--- src/rtl/alu_pkg.sv ---
// Shared opcode, FSM-state and opcode-class definitions for the sequential ALU.
package alu_pkg;

    localparam logic [3:0] ALU_AND   = 4'b0000;
    localparam logic [3:0] ALU_OR    = 4'b0001;
    localparam logic [3:0] ALU_ADD   = 4'b0010;
    localparam logic [3:0] ALU_SUB   = 4'b0110;
    localparam logic [3:0] ALU_SLT   = 4'b0100;
    localparam logic [3:0] ALU_SLTU  = 4'b0101;
    localparam logic [3:0] ALU_MUL   = 4'b1000;
    localparam logic [3:0] ALU_MULH  = 4'b1001;
    localparam logic [3:0] ALU_MULHU = 4'b1011;
    localparam logic [3:0] ALU_DIV   = 4'b1100;
    localparam logic [3:0] ALU_DIVU  = 4'b1101;
    localparam logic [3:0] ALU_REM   = 4'b1110;
    localparam logic [3:0] ALU_REMU  = 4'b1111;

    localparam logic [1:0] StIdle = 2'd0;
    localparam logic [1:0] StMul  = 2'd1;
    localparam logic [1:0] StDiv  = 2'd2;
    localparam logic [1:0] StDone = 2'd3;

    function automatic logic is_mul(input logic [3:0] ctl);
        return (ctl == ALU_MUL) || (ctl == ALU_MULH) || (ctl == ALU_MULHU);
    endfunction

    function automatic logic is_div(input logic [3:0] ctl);
        return ctl[3:2] == 2'b11;
    endfunction

endpackage

--- src/rtl/seq_alu_divstep.sv ---
// One restoring-division step: shift the next dividend bit into the partial remainder and
// subtract the divisor if it fits.
module seq_alu_divstep #(
    parameter int unsigned WIDTH = 32
) (
    input  logic [WIDTH-1:0] rem_i,
    input  logic [WIDTH-1:0] quo_i,
    input  logic [WIDTH-1:0] divisor_i,
    output logic [WIDTH-1:0] rem_o,
    output logic [WIDTH-1:0] quo_o
);

    logic [WIDTH:0] shifted;
    logic [WIDTH:0] diff;

    always_comb begin
        shifted = {rem_i, quo_i[WIDTH-1]};
        diff    = shifted - {1'b0, divisor_i};
        // diff[WIDTH] set means the divisor did not fit: restore.
        rem_o   = diff[WIDTH] ? shifted[WIDTH-1:0] : diff[WIDTH-1:0];
        quo_o   = {quo_i[WIDTH-2:0], ~diff[WIDTH]};
    end

endmodule

--- src/rtl/seq_alu.sv ---
// Multi-cycle ALU: single-cycle logic/add ops plus iterative multiply and divide behind a
// valid/ready handshake with registered results.
module seq_alu
    import alu_pkg::*;
#(
    parameter int unsigned WIDTH = 32,
    parameter int unsigned CTL_W = 4
) (
    input  logic             clk,
    input  logic             rst,
    input  logic             in_valid,
    output logic             in_ready,
    input  logic [CTL_W-1:0] ALUctl,
    input  logic [WIDTH-1:0] A,
    input  logic [WIDTH-1:0] B,
    output logic             out_valid,
    input  logic             out_ready,
    output logic [WIDTH-1:0] ALUOut,
    output logic             zero,
    output logic             blt,
    output logic             illegal,
    output logic             busy
);

    localparam int unsigned CNT_W = $clog2(WIDTH) + 1;
    localparam logic [WIDTH-1:0] MinVal = {1'b1, {(WIDTH-1){1'b0}}};

    logic [1:0]         state_q, state_d;
    logic [CNT_W-1:0]   cnt_q, cnt_d;
    logic [3:0]         op_q, op_d;
    logic               neg_q, neg_d;
    logic               rneg_q, rneg_d;
    logic [2*WIDTH-1:0] acc_q, acc_d;
    logic [WIDTH-1:0]   opb_q, opb_d;
    logic [WIDTH-1:0]   alu_out_q, alu_out_d;
    logic               illegal_q, illegal_d;

    logic [3:0]         ctl;
    logic               ctl_ext_ok;
    logic               accept;
    logic               op_signed;
    logic               div_special;
    logic [WIDTH-1:0]   op_a, op_b;
    logic [WIDTH-1:0]   fast_res;
    logic               fast_ill;
    logic [WIDTH-1:0]   mul_addend;
    logic [WIDTH:0]     mul_sum;
    logic [2*WIDTH-1:0] mul_next, mul_full;
    logic [WIDTH-1:0]   mul_res;
    logic [WIDTH-1:0]   div_rem, div_quo, div_res;

    assign ctl        = ALUctl[3:0];
    // Any set bit above the 4-bit opcode space makes the code undefined.
    assign ctl_ext_ok = (CTL_W <= 4) || ((ALUctl >> 4) == '0);
    assign in_ready   = (state_q == StIdle) || ((state_q == StDone) && out_ready);
    assign accept     = in_valid && in_ready;
    assign out_valid  = (state_q == StDone);
    assign busy       = (state_q == StMul) || (state_q == StDiv);
    assign ALUOut     = alu_out_q;
    assign zero       = (alu_out_q == '0);
    assign blt        = alu_out_q[WIDTH-1];
    assign illegal    = illegal_q;

    always_comb begin
        op_signed   = (ctl == ALU_MUL) || (ctl == ALU_MULH) || (ctl == ALU_DIV) ||
                      (ctl == ALU_REM);
        op_a        = (op_signed && A[WIDTH-1]) ? -A : A;
        op_b        = (op_signed && B[WIDTH-1]) ? -B : B;
        div_special = ctl_ext_ok && is_div(ctl) &&
                      ((B == '0) ||
                       (((ctl == ALU_DIV) || (ctl == ALU_REM)) && (A == MinVal) && (B == '1)));
    end

    // Results that resolve in the accept cycle, including the divide corner cases.
    always_comb begin
        fast_res = '0;
        fast_ill = 1'b0;
        case (ctl)
            ALU_AND:  fast_res = A & B;
            ALU_OR:   fast_res = A | B;
            ALU_ADD:  fast_res = A + B;
            ALU_SUB:  fast_res = A - B;
            ALU_SLT:  fast_res = {{(WIDTH-1){1'b0}}, ($signed(A) < $signed(B))};
            ALU_SLTU: fast_res = {{(WIDTH-1){1'b0}}, (A < B)};
            ALU_MUL, ALU_MULH, ALU_MULHU: fast_res = '0;
            ALU_DIV, ALU_DIVU: fast_res = (B == '0) ? '1 : MinVal;
            ALU_REM, ALU_REMU: fast_res = (B == '0) ? A : '0;
            default:  fast_ill = 1'b1;
        endcase
        if (!ctl_ext_ok) begin
            fast_res = '0;
            fast_ill = 1'b1;
        end
    end

    // Shift-add multiply: multiplier in the low half, partial product in the high half.
    always_comb begin
        mul_addend = acc_q[0] ? opb_q : '0;
        mul_sum    = {1'b0, acc_q[2*WIDTH-1:WIDTH]} + {1'b0, mul_addend};
        mul_next   = {mul_sum, acc_q[WIDTH-1:1]};
        mul_full   = neg_q ? -mul_next : mul_next;
        mul_res    = (op_q == ALU_MUL) ? mul_full[WIDTH-1:0] : mul_full[2*WIDTH-1:WIDTH];
    end

    seq_alu_divstep #(
        .WIDTH(WIDTH)
    ) u_divstep (
        .rem_i    (acc_q[2*WIDTH-1:WIDTH]),
        .quo_i    (acc_q[WIDTH-1:0]),
        .divisor_i(opb_q),
        .rem_o    (div_rem),
        .quo_o    (div_quo)
    );

    always_comb begin
        if ((op_q == ALU_DIV) || (op_q == ALU_DIVU)) begin
            div_res = neg_q ? -div_quo : div_quo;
        end else begin
            div_res = rneg_q ? -div_rem : div_rem;
        end
    end

    always_comb begin
        state_d   = state_q;
        cnt_d     = cnt_q;
        op_d      = op_q;
        neg_d     = neg_q;
        rneg_d    = rneg_q;
        acc_d     = acc_q;
        opb_d     = opb_q;
        alu_out_d = alu_out_q;
        illegal_d = illegal_q;
        case (state_q)
            StMul: begin
                acc_d = mul_next;
                cnt_d = cnt_q - CNT_W'(1);
                if (cnt_q == CNT_W'(1)) begin
                    alu_out_d = mul_res;
                    illegal_d = 1'b0;
                    state_d   = StDone;
                end
            end
            StDiv: begin
                acc_d = {div_rem, div_quo};
                cnt_d = cnt_q - CNT_W'(1);
                if (cnt_q == CNT_W'(1)) begin
                    alu_out_d = div_res;
                    illegal_d = 1'b0;
                    state_d   = StDone;
                end
            end
            default: begin
                if (accept) begin
                    op_d   = ctl;
                    neg_d  = op_signed && (A[WIDTH-1] ^ B[WIDTH-1]);
                    rneg_d = op_signed && A[WIDTH-1];
                    acc_d  = {{WIDTH{1'b0}}, op_a};
                    opb_d  = op_b;
                    if (ctl_ext_ok && is_mul(ctl)) begin
                        cnt_d   = CNT_W'(WIDTH);
                        state_d = StMul;
                    end else if (ctl_ext_ok && is_div(ctl) && !div_special) begin
                        cnt_d   = CNT_W'(WIDTH);
                        state_d = StDiv;
                    end else begin
                        alu_out_d = fast_res;
                        illegal_d = fast_ill;
                        state_d   = StDone;
                    end
                end else if ((state_q == StDone) && out_ready) begin
                    state_d = StIdle;
                end
            end
        endcase
    end

    always_ff @(posedge clk) begin
        if (rst) begin
            state_q   <= StIdle;
            cnt_q     <= '0;
            op_q      <= '0;
            neg_q     <= 1'b0;
            rneg_q    <= 1'b0;
            acc_q     <= '0;
            opb_q     <= '0;
            alu_out_q <= '0;
            illegal_q <= 1'b0;
        end else begin
            state_q   <= state_d;
            cnt_q     <= cnt_d;
            op_q      <= op_d;
            neg_q     <= neg_d;
            rneg_q    <= rneg_d;
            acc_q     <= acc_d;
            opb_q     <= opb_d;
            alu_out_q <= alu_out_d;
            illegal_q <= illegal_d;
        end
    end

endmodule

--- config.mk ---
export PLATFORM = sky130hd
export DESIGN_NAME = seq_alu
export DESIGN_NICKNAME = d
export VERILOG_FILES = /design/src/rtl/alu_pkg.sv /design/src/rtl/seq_alu_divstep.sv /design/src/rtl/seq_alu.sv
export SDC_FILE = /design/constraint.sdc
export NUM_CORES = 1
export LEC_CHECK = 0
export ABC_AREA = 0
export CAP_MARGIN = 30
export CORE_MARGIN = 4
export CORE_UTILIZATION = 40
export CTS_BUF_LIST = sky130_fd_sc_hd__clkbuf_4 sky130_fd_sc_hd__clkbuf_8
export DETAILED_ROUTE_END_ITERATION = 8
export GPL_ROUTABILITY_DRIVEN = 0
export PLACE_DENSITY = 0.58
export SYNTH_ARGS = -nofsm -noshare
export SYNTH_HDL_FRONTEND = slang
export SYNTH_SLANG_ARGS = --single-unit
export TNS_END_PERCENT = 20
--- constraint.sdc ---
create_clock -name clk -period 8.4 [get_ports clk]
set_input_delay 0.84 -clock clk [delete_from_list [all_inputs] [get_ports clk]]
set_output_delay 0.84 -clock clk [all_outputs]
set_load 0.005 [all_outputs]
==> results.py <==
metrics = {
    "run_status": {
        "outcome": "completed",
    },
    "power": {
        "total_power_mw": 6.414,
        "peakVddDrop_mv": 0.2409,
        "p_per_area_nw_per_um2": 278.5,
        "power.leakage_nw": 8.701,
    },
    "logic_synthesis": {
        "syn_avg_cell_area_um2": 6.769,
        "ys_async_sr_fraction_pct": 0,
        "synth_area_um2": 21190,
        "synth_flop_cell": "dfxtp_1",
        "synth_area_leaders": "dfxtp_1 (14%), ha_1 (10%), nor2_1 (6.4%)",
        "synth_top_area_share_pct": 13.51,
        "ys_warn_count": 0,
        "syn_nets": 3379,
        "synth_edf_count": 0,
        "yosys.area.top_type": "dfxtp_1",
        "syn_inst": 3131,
        "yosysSeqAreaShare_pct": 13.51,
        "ys_types": 97,
        "ys_ff_latch": 143,
    },
    "route": {
        "drc": 0,
        "ant_nets": 0,
        "vias": 24720,
        "drt-total-wl_mm": 91.25,
        "drt-initial-drc-count": 3104,
        "avgViaCountPerCell": 6.546,
        "drtPass1Iterations": 6,
        "wl_per_cell_um": 24.16,
    },
    "setup_path": {
        "worstSetupPathType": "register to register",
        "max_stage_delay_ps": 470,
        "cpMaxStageDelayCell": "a211oi_1",
        "critPathCaptureType": "register",
        "reg2reg_slack_ps": 2190,
        "arrival_ps": 6610,
        "required_ps": 8790,
        "r2r-start": "acc_q[31]$_SDFFE_PP0P_",
        "cp-start-kind": "register",
        "cp_max_fo": 44,
        "cp-startpoint": "acc_q[31]$_SDFFE_PP0P_",
    },
    "final_layout": {
        "drive_gt1_share_pct": 4.535,
        "areaGrowthSynthToFinish_pct": 8.679,
        "final_util_pct": 43.83,
        "fin_nets": 3322,
    },
    "sta": {
        "finClkSkew_ps": 20.58,
        "final_hold_viol_count": 0,
        "post-route-min-period_ps": 6213,
        "setup_viol": 0,
        "relSlewSlack_pct": 30.18,
        "period_share_pct": 73.97,
        "rsz0062_at_grt": "no",
        "finalMaxSlewViolations": 0,
        "worst_pin_slew_ps": 1040,
        "fmax_ghz": 0.1609,
        "fin_tns_setup_ps": 0,
    },
    "clock_network": {
        "cts_tree": "built",
        "clk_latency_ps": 520,
        "clk_path_buf_depth": 2,
        "post_cts_buffers": 0,
        "cts-htree-levels": 4,
        "clk_pin_slew_ps": 110,
        "numCtsBuffers": 17,
        "cts_resized": 0,
        "hold_buffers": 0,
        "root_buffer": "clkbuf_8",
        "cts.sinks": 143,
    },
    "die": {
        "boundaryPins": 110,
        "start_util_pct": 40.33,
        "die-area_um2": 56730,
        "core-area_um2": 52550,
        "chipHeight_um": 238.2,
        "die_x_um": 238.2,
        "core.rowCount": 84,
    },
    "grt": {
        "overflow": 0,
        "grt_max_degree": 71,
        "antenna_found_initial": 2,
        "grt_pass1_wl_mm": 136.8,
        "grt_pass1_vias": 22810,
        "grt_use_total_pct": 30.46,
    },
    "min_path": {
        "holdCritStartpoint": "op_q[1]$_SDFFE_PP0P_",
        "hp-class": "register to register",
    },
    "run": {
        "maxCapViolCount": 0,
    },
    "placement": {
        "hpwlAfterDp_mm": 70.35,
        "portBuffers": 109,
    },
}
==> cells by family (layout without fill, tap and decap cells) <==
| family | after synthesis | in the layout | share of synthesized area (%) |
|---|---|---|---|
| buffers and inverters | 397 | 353 | 7.179 |
| other | 0 | 1 | 0 |
| AO/OA/AOI/OAI | 1087 | 1087 | 33.95 |
| AND/OR/NAND/NOR | 1065 | 1065 | 23.74 |
| multiplexers | 33 | 33 | 1.582 |
| flip-flops | 143 | 143 | 13.51 |
| adder cells (fa/ha/maj) | 176 | 176 | 10.53 |
| XOR/XNOR | 230 | 230 | 9.505 |
==> cell usage in the layout (no fill, tap or decap), types with 17 or more instances in the layout <==
cell type        instances
mux2i_1                 29
nor4_1                  33
a211oi_1                97
a311oi_1                30
a21oi_1                257
nor2_1                 363
o211ai_1                34
clkbuf_8                17
o22ai_1                 22
xnor2_1                153
nand2_1                282
or2_2                   17
nand4_1                 38
inv_1                  166
a221oi_1                60
o21bai_1                21
dfxtp_1                142
clkdlybuf4s50_1        107
buf_4                   41
o31ai_1                 54
ha_1                   169
o41ai_1                 17
xor2_1                  77
o21ai_0                237
a21o_1                  35
nor3_1                  78
and3_1                  19
nand2b_1                17
o21a_1                  21
a22oi_1                 37
nor2b_1                 17
nand3_1                 64
a31oi_1                 43
or3_1                   53
==> sequential cells by signal (all words and copies together), names as in the netlist, 2 cells and up <==
name	cells
cnt_q	6
acc_q	64
op_q	4
ALUOut	32
opb_q	32
state_q	2
==> cell type report <==
type                            count  area, µm²
Clock inverter                     15      142.6
Tap cell                          688      860.8
Multi-Input combinational cell   2591      16870
Antenna cell                        1      2.502
Inverter                          171      641.9
Timing Repair Buffer              150       1411
Clock buffer                       17      234.0
Sequential cell                   143       2864
Fill cell                        5493      29520
==> per-layer routing <==
layer	GRT usage (%)	share of wire [%]	wire, µm
met2	48.26	44	39980
met5	0	0.019	17
met3	5.224	9.7	8852
met4	14.07	5.2	4774
met1	40.50	41	37620
==> path summary, 6_finish.rpt <==
path	cells after the start	to
setup / recovery	26	ALUOut[26]$_SDFFE_PP0P_
hold / removal	2	op_q[1]$_SDFFE_PP0P_
hold reg to reg	2	op_q[1]$_SDFFE_PP0P_
setup reg to reg	26	ALUOut[26]$_SDFFE_PP0P_
==> through the flow <==
step	instance area, µm²	std cells	worst slack [ps]	hold slack (ps)
2_1_floorplan	21190	3131	3154	431.2
3_3_place_gp	22620	3741	2451	443.1
3_5_place_dp	22650	3743	2330	448.6
4_1_cts	23030	3775	2288	464.4
5_1_grt	23030	3776	1762	491.9
6_report	23030	3776	2187	467.4
==> worst max-delay path, delay by kind of cell, from the launching register on <==
| kind | cells | cell delay (ps) |
|---|---|---|
| AND/OR/NAND/NOR | 9 | 1410 |
| AO/OA/AOI/OAI | 7 | 2090 |
| adder cells (fa/ha/maj) | 3 | 870 |
| flip-flops | 1 | 370 |
| buffers and inverters | 5 | 980 |
| XOR/XNOR | 1 | 110 |
| multiplexers | 1 | 270 |
==> cell usage after synthesis, types with 37 or more instances <==
master	instances
nor2_1	364
nand2_1	282
a21oi_1	258
o21ai_0	237
clkbuf_1	191
ha_1	172
inv_1	167
xnor2_1	153
dfxtp_1	143
a211oi_1	98
nor3_1	80
xor2_1	77
nand3_1	64
a221oi_1	60
o31ai_1	54
or3_1	53
a31oi_1	43
nand4_1	38
a22oi_1	37
==> where the power goes <==
part           total, mW  internal, mW  leakage (nW)  switching (mW)
Combinational       4.62          1.53          7.34            3.09
Sequential          1.22         0.891          1.17           0.324
Clock              0.578         0.219         0.189           0.359
Total               6.41          2.64          8.70            3.77
No activity file was read; power rests on OpenSTA's default activity.
